## config.mk

```make
export PLATFORM = sky130hd
export DESIGN_NAME = inv_check
export DESIGN_NICKNAME = d
export VERILOG_FILES = /design/src/rtl/exgcd_pkg.sv /design/src/rtl/mod_dbl_add.sv /design/src/rtl/inv_check.sv
export SDC_FILE = /design/constraint.sdc
export NUM_CORES = 1
export LEC_CHECK = 0
export CELL_PAD_IN_SITES_DETAIL_PLACEMENT = 0
export CELL_PAD_IN_SITES_GLOBAL_PLACEMENT = 1
export CORE_MARGIN = 10
export CORE_UTILIZATION = 45
export CTS_CLUSTER_DIAMETER = 40
export CTS_CLUSTER_SIZE = 8
export DETAILED_ROUTE_END_ITERATION = 7
export PLACE_DENSITY_LB_ADDON = 0.1
export SLEW_MARGIN = 20
export SYNTH_ARGS = -nofsm -noshare
export SYNTH_HDL_FRONTEND = slang
export SYNTH_SLANG_ARGS = --single-unit
```

## constraint.sdc

```tcl
create_clock -name clk -period 17.5 [get_ports clk]
set_input_delay 1.75 -clock clk [delete_from_list [all_inputs] [get_ports clk]]
set_output_delay 1.75 -clock clk [all_outputs]
set_load 0.01 [all_outputs]
```

## src/rtl/exgcd_pkg.sv

```systemverilog
// rtl/exgcd_pkg.sv - shared state type and default width for the exgcd/inv_check datapaths
package exgcd_pkg;

  localparam int GCD_W = 8;

  typedef enum logic [1:0] {
    IDLE   = 2'd0,
    REDUCE = 2'd1,
    MUL    = 2'd2,
    DONE   = 2'd3
  } state_t;

endpackage

```

## src/rtl/mod_dbl_add.sv

```systemverilog
// rtl/mod_dbl_add.sv - one bit-serial modular step: shift-in/reduce or double-add-reduce
module mod_dbl_add
  import exgcd_pkg::*;
#(
  parameter int W = GCD_W
) (
  input  logic [W:0]   r,
  input  logic [W:0]   rem,
  input  logic [W-1:0] m,
  input  logic         bit_in,
  input  logic         reduce,
  output logic [W:0]   r_next
);

  logic [W:0] m_ext;
  logic [W:0] t0;
  logic [W:0] t1;
  logic [W:0] t2;

  // r < m always holds on entry, so 2r (+1) and t1+rem both stay below 2m and fit in W+1 bits.
  // In reduce mode the incoming bit is shifted in and only the first compare/subtract applies.
  always_comb begin
    m_ext  = {1'b0, m};
    t0     = (r << 1) | {{W{1'b0}}, reduce & bit_in};
    t1     = (t0 >= m_ext) ? (t0 - m_ext) : t0;
    t2     = t1 + ((!reduce && bit_in) ? rem : '0);
    r_next = reduce ? t1 : ((t2 >= m_ext) ? (t2 - m_ext) : t2);
  end

endmodule

```

## src/rtl/inv_check.sv

```systemverilog
// rtl/inv_check.sv - checks (a*inv) mod m == 1 against the reported gcd, bit-serially
module inv_check
  import exgcd_pkg::*;
#(
  parameter int W = GCD_W
) (
  input  logic         clk,
  input  logic         rst,
  input  logic         in_valid,
  output logic         in_ready,
  input  logic [W-1:0] data_a,
  input  logic [W-1:0] data_m,
  input  logic [W-1:0] gcd,
  input  logic [W-1:0] inv,
  output logic         out_valid,
  input  logic         out_ready,
  output logic [W-1:0] prod,
  output logic         inv_ok,
  output logic         consistent,
  output logic         err
);

  localparam int IW = (W > 1) ? $clog2(W) : 1;
  localparam logic [IW-1:0] I_TOP = IW'(W - 1);

  state_t state;
  state_t state_nx;

  logic [W-1:0]  a_q;
  logic [W-1:0]  m_q;
  logic [W-1:0]  g_q;
  logic [W-1:0]  inv_q;
  logic [W:0]    rem;
  logic [W:0]    r;
  logic [IW-1:0] i;

  logic          step_reduce;
  logic          step_bit;
  logic [W:0]    step_in;
  logic [W:0]    step_out;
  logic          ok_nx;
  logic          cons_nx;

  // A single step unit serves both phases: REDUCE feeds rem and a[i], MUL feeds r and inv[i].
  always_comb begin
    step_reduce = (state == REDUCE);
    step_in     = step_reduce ? rem : r;
    step_bit    = step_reduce ? a_q[i] : inv_q[i];
  end

  mod_dbl_add #(.W(W)) u_step (
    .r      (step_in),
    .rem    (rem),
    .m      (m_q),
    .bit_in (step_bit),
    .reduce (step_reduce),
    .r_next (step_out)
  );

  // State register.
  always_ff @(posedge clk) begin
    if (rst) state <= IDLE;
    else     state <= state_nx;
  end

  // Next-state logic: each arithmetic phase runs W cycles counted by i.
  always_comb begin
    state_nx = state;
    case (state)
      IDLE:    if (in_valid && in_ready) state_nx = (data_m == '0) ? DONE : REDUCE;
      REDUCE:  if (i == '0) state_nx = MUL;
      MUL:     if (i == '0) state_nx = DONE;
      DONE:    if (out_valid && out_ready) state_nx = IDLE;
      default: state_nx = IDLE;
    endcase
  end

  // Verdict values registered on the first DONE cycle; m==1 makes every inverse valid.
  always_comb begin
    ok_nx   = (m_q == W'(1)) ? 1'b1 : (r[W-1:0] == W'(1));
    cons_nx = ((g_q == W'(1)) == ok_nx);
  end

  // Datapath and output registers.
  always_ff @(posedge clk) begin
    if (rst) begin
      a_q        <= '0;
      m_q        <= '0;
      g_q        <= '0;
      inv_q      <= '0;
      rem        <= '0;
      r          <= '0;
      i          <= '0;
      in_ready   <= 1'b1;
      out_valid  <= 1'b0;
      prod       <= '0;
      inv_ok     <= 1'b0;
      consistent <= 1'b0;
      err        <= 1'b0;
    end else begin
      case (state)
        IDLE: begin
          if (in_valid && in_ready) begin
            a_q        <= data_a;
            m_q        <= data_m;
            g_q        <= gcd;
            inv_q      <= inv;
            rem        <= '0;
            r          <= '0;
            i          <= I_TOP;
            in_ready   <= 1'b0;
            prod       <= '0;
            inv_ok     <= 1'b0;
            consistent <= 1'b0;
            err        <= (data_m == '0);
          end
        end
        REDUCE: begin
          rem <= step_out;
          i   <= (i == '0) ? I_TOP : (i - 1'b1);
        end
        MUL: begin
          r <= step_out;
          i <= i - 1'b1;
        end
        DONE: begin
          if (!out_valid) begin
            out_valid <= 1'b1;
            if (!err) begin
              prod       <= r[W-1:0];
              inv_ok     <= ok_nx;
              consistent <= cons_nx;
            end
          end else if (out_ready) begin
            out_valid <= 1'b0;
            in_ready  <= 1'b1;
          end
        end
        default: ;
      endcase
    end
  end

endmodule
```

---- After elaboration in Yosys (flattened, before gate mapping) ----
Cells that the tools add are included.
word-level totals
  register bits after elaboration ......... 67
operators by class
  add/subtract/negate cells ............... 4
  order comparisons ....................... 3
  eq/ne operators ......................... 15
  multiplexer cells ....................... 39
  bitwise operators ....................... 2
  reduce and logical (&&, ||, !) cells .... 18
operators with widths
  operator                                                                       count
  9-bit two-way mux                                                              5
  8-bit two-way mux                                                              4
  8-bit one-hot mux with 2 select lines                                          2
  8-bit by 1-bit == test with 1-bit output (second input constant)               3
  9-bit by 8-bit greater-or-equal comparator with 1-bit output                   2
  9-bit one-hot mux with 2 select lines                                          1
  9-bit by 8-bit subtractor with 9-bit output                                    2
  2-bit != test (second input constant)                                          8
  1-bit two-way mux                                                              13
  4-bit AND reduction                                                            3
  2-bit two-way mux                                                              5
  9-bit adder                                                                    1
  9-bit by 1-bit OR with 9-bit output                                            1
  3-bit one-hot mux with 3 select lines                                          1
  8-bit zero test                                                                1
  2-bit one-hot mux with 4 select lines                                          1
  2-bit AND reduction                                                            4
  1-bit binary-select mux with 3-bit select                                      2
  3-bit two-way mux                                                              2
  1-bit one-hot mux with 2 select lines                                          3
  2-bit nonzero test                                                             3
  2-bit == test (second input constant)                                          2
  3-bit by 4-bit less-than comparator with 1-bit output (second input constant)  1
  1-bit logical AND                                                              3
  other kinds (8)                                                                8

---- Depth between registers and ports, before layout ----
  word-level depth ........................ 12
  mapped depth ............................ 28

---- Cells and area by module ----
Synthesis repeated with hierarchy kept, for this count alone.
unflattened totals
  cell total of the unflattened synthesis .. 543
  area total of the unflattened synthesis .. 4,454.3 um2
modules (own cells, without submodules)
  module       instances  cells an instance  area an instance (um2)  sequential area each (um2)
  inv_check    1          340                2,910.3                 1,361.3
  mod_dbl_add  1          203                1,544.0                 0.0

---- Worst setup path after synthesis ----
Ideal clock, no wire load.
  path type ............................... flip-flop to flip-flop
  from .................................... register state[1]
  to ...................................... register r[1]
  setup time .............................. 67 ps
  arrival time ............................ 5,478 ps
  required time ........................... 17,433 ps
  setup slack ............................. 11,955 ps
  cell stages (with the launch flop) ...... 27
  path buffers ............................ 3
  clock period less this slack ............ 5,545 ps
  cell sequence ........................... dfxtp_1 inv_1 ha_1 buf_4 mux2_2 ha_1 nor2b_1 o31a_1 nor2_1 a21oi_1 nand3b_1 clkbuf_1 mux2i_1 ha_1 fa_1 a21o_1 a21oi_1 xnor2_1 ha_1 o21a_1 o31ai_1 a21oi_1 and2_1 or3_1 buf_6 mux2_4 o21ai_2
on the way
  word-level cells in the longest chain between the ends .. 11
  elaborated cells on any way between the ends .. 22
RTL lines
  what                                                                                                                         RTL line           RTL
  from (decl)                                                                                                                  inv_check.sv:26    state_t state;
  from (signal assigned)                                                                                                       inv_check.sv:63    else state <= state_nx;
  2-bit by 1-bit == test with 1-bit output                                                                                     inv_check.sv:46    step_reduce = (state == REDUCE);
  1-bit two-way mux                                                                                                            inv_check.sv:48    step_bit = step_reduce ? a_q[i] : inv_q[i];
  1-bit AND                                                                                                                    mod_dbl_add.sv:24  t0 = (r << 1) | {{W{1'b0}}, reduce & bit_in};
  9-bit by 1-bit OR with 9-bit output                                                                                          mod_dbl_add.sv:24
  9-bit by 8-bit subtractor with 9-bit output or 9-bit by 8-bit greater-or-equal comparator with 1-bit output (tied branches)  mod_dbl_add.sv:25  t1 = (t0 >= m_ext) ? (t0 - m_ext) : t0;
  9-bit two-way mux                                                                                                            mod_dbl_add.sv:25
  9-bit adder                                                                                                                  mod_dbl_add.sv:26  t2 = t1 + ((!reduce && bit_in) ? rem : '0);
  9-bit by 8-bit subtractor with 9-bit output or 9-bit by 8-bit greater-or-equal comparator with 1-bit output (tied branches)  mod_dbl_add.sv:27  r_next = reduce ? t1 : ((t2 >= m_ext) ? (t2 - m_ext) : t2);
  9-bit two-way mux (2 in series)                                                                                              mod_dbl_add.sv:27
  8-bit one-hot mux with 2 select lines                                                                                        inv_check.sv:101   case (state)
  to (signal assigned)                                                                                                         inv_check.sv:123   r <= step_out;
  to (decl)                                                                                                                    inv_check.sv:34    logic [W:0] r;
Parallel ways exist; a longest one is shown, timed or not.
A chain may end at the register's enable or synchronous reset.

---- Final worst setup path ----
  from .................................... register state[1]
  to ...................................... register r[0]
Same word-level chain as after synthesis.

==> flow_metrics.env <==
export IMPL_run_status="complete, no violations"
export IMPL_hold_path_endpoint="prod[1]"
export IMPL_rr_endpoint="r[0]"
export IMPL_htreeDepth=3
export IMPL_worstSetupStartpointType="register"
export IMPL_finalSetupViolations=0
export IMPL_ys_warn_count=0
export IMPL_layout_common_cells="105 x nand2_1, 70 x a21oi_1, 67 x dfxtp_1"
export IMPL_grt_usage_pct=16.5
export IMPL_num_vias=3740
export IMPL_grt_start_max_net_pins=65
export IMPL_max_stage_delay_ps=560
export IMPL_ys_async_sr_fraction_pct=0
export IMPL_tns_ps=0
export IMPL_wire_per_inst_um=16.1
export IMPL_initial_core_util_pct=45.7
export IMPL_yosys_area_share_simple_pct=20.5
export IMPL_critical_path_class="reg -> reg"
export IMPL_drt_total_wl_mm=10.9
export IMPL_cp_required_ps=17780
export IMPL_cap_violations=0
export IMPL_drive_gt1_share_pct=7.54
export IMPL_synth_mux_area_share_pct=9.45
export IMPL_grt_pass1_vias=3616
export IMPL_first_pass_iters=4
export IMPL_finalCritPeriodShare_pct=36.4
export IMPL_grt_pass1_wl_mm=18.1
export IMPL_worstMarginPinSlew_ps=754
export IMPL_io_pins=49
export IMPL_synth_xor_area_share_pct=3.35
export IMPL_clkTransAtPathRegs_ps=80
export IMPL_synth_top_family_by_area="simple AND/OR/NAND/NOR gates"
export IMPL_report_final_slew_viol_count=0
export IMPL_min_path_cells=2
export IMPL_syn_area_mm2=0.00419
export IMPL_arrival_ps=6650
export IMPL_cts_root_buf="clkbuf_8"
export IMPL_dieArea_mm2=0.0136
export IMPL_fin_skew_ps=8.28
export IMPL_fp_dieW_um=116
export IMPL_place_ws_ps=11170
export IMPL_portBuffers=48
export IMPL_post_cts_setup_buffers=0
export IMPL_via_per_inst=5.49
export IMPL_yosys_area_top_type="dfxtp_1"
export IMPL_synthAdderAreaFrac_pct=10.4
export IMPL_clock_sinks=67
export IMPL_synth_edf_count=0
export IMPL_synthDistinctLibCells=56
export IMPL_crit_path_top_delay_cell="or3_1"
export IMPL_syn_area_per_cell_um2=7.97
export IMPL_crit_buf_inv=2
export IMPL_yosys_most_used_dff="dfxtp_1"
export IMPL_coreArea_mm2=0.00915
export IMPL_synth_seq_cells=67
export IMPL_hold_path_class="reg -> reg"
export IMPL_synth_top_cells_by_area="dfxtp_1 32%, nand2_1 9.4%, ha_1 9.0%"
export IMPL_crit_family="simple AND/OR/NAND/NOR gates"
export IMPL_end_kind="register"
export IMPL_antenna_left=0
export IMPL_hpwl_mm=8.56
export IMPL_cts_hold_buf=0
export IMPL_r2r_start="state[1]"
export IMPL_synth_compound_area_share_pct=20.0
export IMPL_period_minus_slack_ps=6360
export IMPL_timing_final_ws_setup_ps=11140
export IMPL_cts_resized=0
export IMPL_num_rows=35
export IMPL_gp_congestion=0.915
export IMPL_ys_seq_area_share_pct=32.0
export IMPL_finalNetCount=634
export IMPL_yosysTopAreaCellShare_pct=32.0
export IMPL_drtIter0Drc=164
export IMPL_slew_headroom_pct=49.7
export IMPL_clock_path_buffers=2
export IMPL_rsz0062_at_grt="false"
export IMPL_mostFrequentLayoutCell="nand2_1"
export IMPL_hold_start="prod[1]"
export IMPL_fmax_mhz=157
export IMPL_area_growth_pct=18.4
export IMPL_cp_max_fo=29
export IMPL_cts_buffers=9
export IMPL_clk_latency_ps=340
export IMPL_grt_overflow_total=0
export IMPL_hold_violations=0
export IMPL_fp_dieH_um=116
export IMPL_syn_nets=594
export IMPL_cts_tree="done"
export IMPL_antenna_found_initial=0
export IMPL_reg2reg_setup_slack_ps=11140
export IMPL_syn_inst=525
export IMPL_antennaDiodeCount=0
export IMPL_drc=0
export IMPL_worstRegToRegCells=25
-- Yosys cell counts, types with 2 or more instances --
master      n
nand2_1   105
a21oi_1    70
dfxtp_1    67
nor2_1     38
ha_1       30
clkbuf_1   20
inv_1      20
o21ai_0    16
mux2_2     12
nand3_1    12
xnor2_1    11
a22oi_1    10
and2_1      9
mux2i_1     8
nor2b_1     7
o21ai_1     7
a21o_1      5
o211ai_1    5
xor2_1      5
mux4_1      4
nand2b_1    4
nand4_1     4
nor3_1      4
o21a_1      4
a211oi_1    3
fa_1        3
nor4_1      3
o21bai_1    3
a21boi_0    2
a31oi_1     2
a32oi_1     2
mux2_1      2
mux2_4      2
nor4b_1     2
or3_1       2
or4_1       2
-- cells by family (layout without fill, tap and decap cells) --
kind of cell | Yosys count | after routing
simple gates | 196 | 196
compound gates | 140 | 140
flops | 67 | 67
buf+inv | 44 | 89
fa+ha+maj | 33 | 33
mux | 29 | 29
xor+xnor | 16 | 16
-- registers in the layout (all words and copies together), names as in the netlist --
signal / count
r: 8
m_q: 8
err: 1
out_valid: 1
inv_ok: 1
state: 2
rem: 9
consistent: 1
a_q: 8
g_q: 8
inv_q: 8
prod: 8
i: 3
in_ready: 1
-- layout make-up --
cell class	instances	area [um2]
Timing Repair Buffer	52	505
Tap cell	111	139
Multi-Input combinational cell	414	2670
Sequential cell	67	1340
Clock buffer	9	124
Fill cell	878	4200
Clock inverter	7	97.6
Inverter	21	78.8
-- metrics by stage --
stage	util (%)	hold WS, ps	instances	instance area, um2
6_report	54.1	449	681	4960
5_1_grt	54.1	466	681	4960
4_1_cts	54.1	453	681	4960
3_5_place_dp	51.7	444	665	4730
3_3_place_gp	51.7	438	665	4730
2_1_floorplan	-	432	525	4190
-- worst max-delay path by stage --
stage	from	endpoint	slack (ps)	cells past startpoint
6_report	state[1]	r[0]	11140	25
5_1_grt	state[1]	r[0]	10570	25
4_1_cts	state[1]	r[0]	11150	25
3_5_place_dp	state[1]	r[0]	11170	25
3_3_place_gp	state[1]	r[0]	11320	25
2_1_floorplan	state[1]	r[1]	11960	26
-- worst register-to-register path, stage by stage, from the launching register on --
cell      delay (ps)
dfxtp_1          350
inv_1             90
ha_1             140
buf_4            300
mux2_2           430
ha_1             290
nor2b_1          140
o31a_1           240
nor2_1           190
a21oi_1          110
nand3b_1         500
mux2_2           500
ha_1             300
a21o_1           170
a21oi_1          220
o21bai_1          90
a21oi_1          220
xnor2_1          190
ha_1             320
o21a_1           120
o31ai_1           80
a21oi_1          120
and2_1           180
or3_1            560
mux2_4           360
o21ai_1          100
-- per-layer routing --
metal | track usage, % | part of all wire, %
met5 | 0 | 0
met4 | 5.67 | 1.8
met1 | 22.3 | 49
met3 | 3.08 | 4.8
met2 | 25.7 | 44
Power is left out: the tool's default activity adds up to more than one toggle a clock period on the data nets, which glitch-free logic cannot reach.
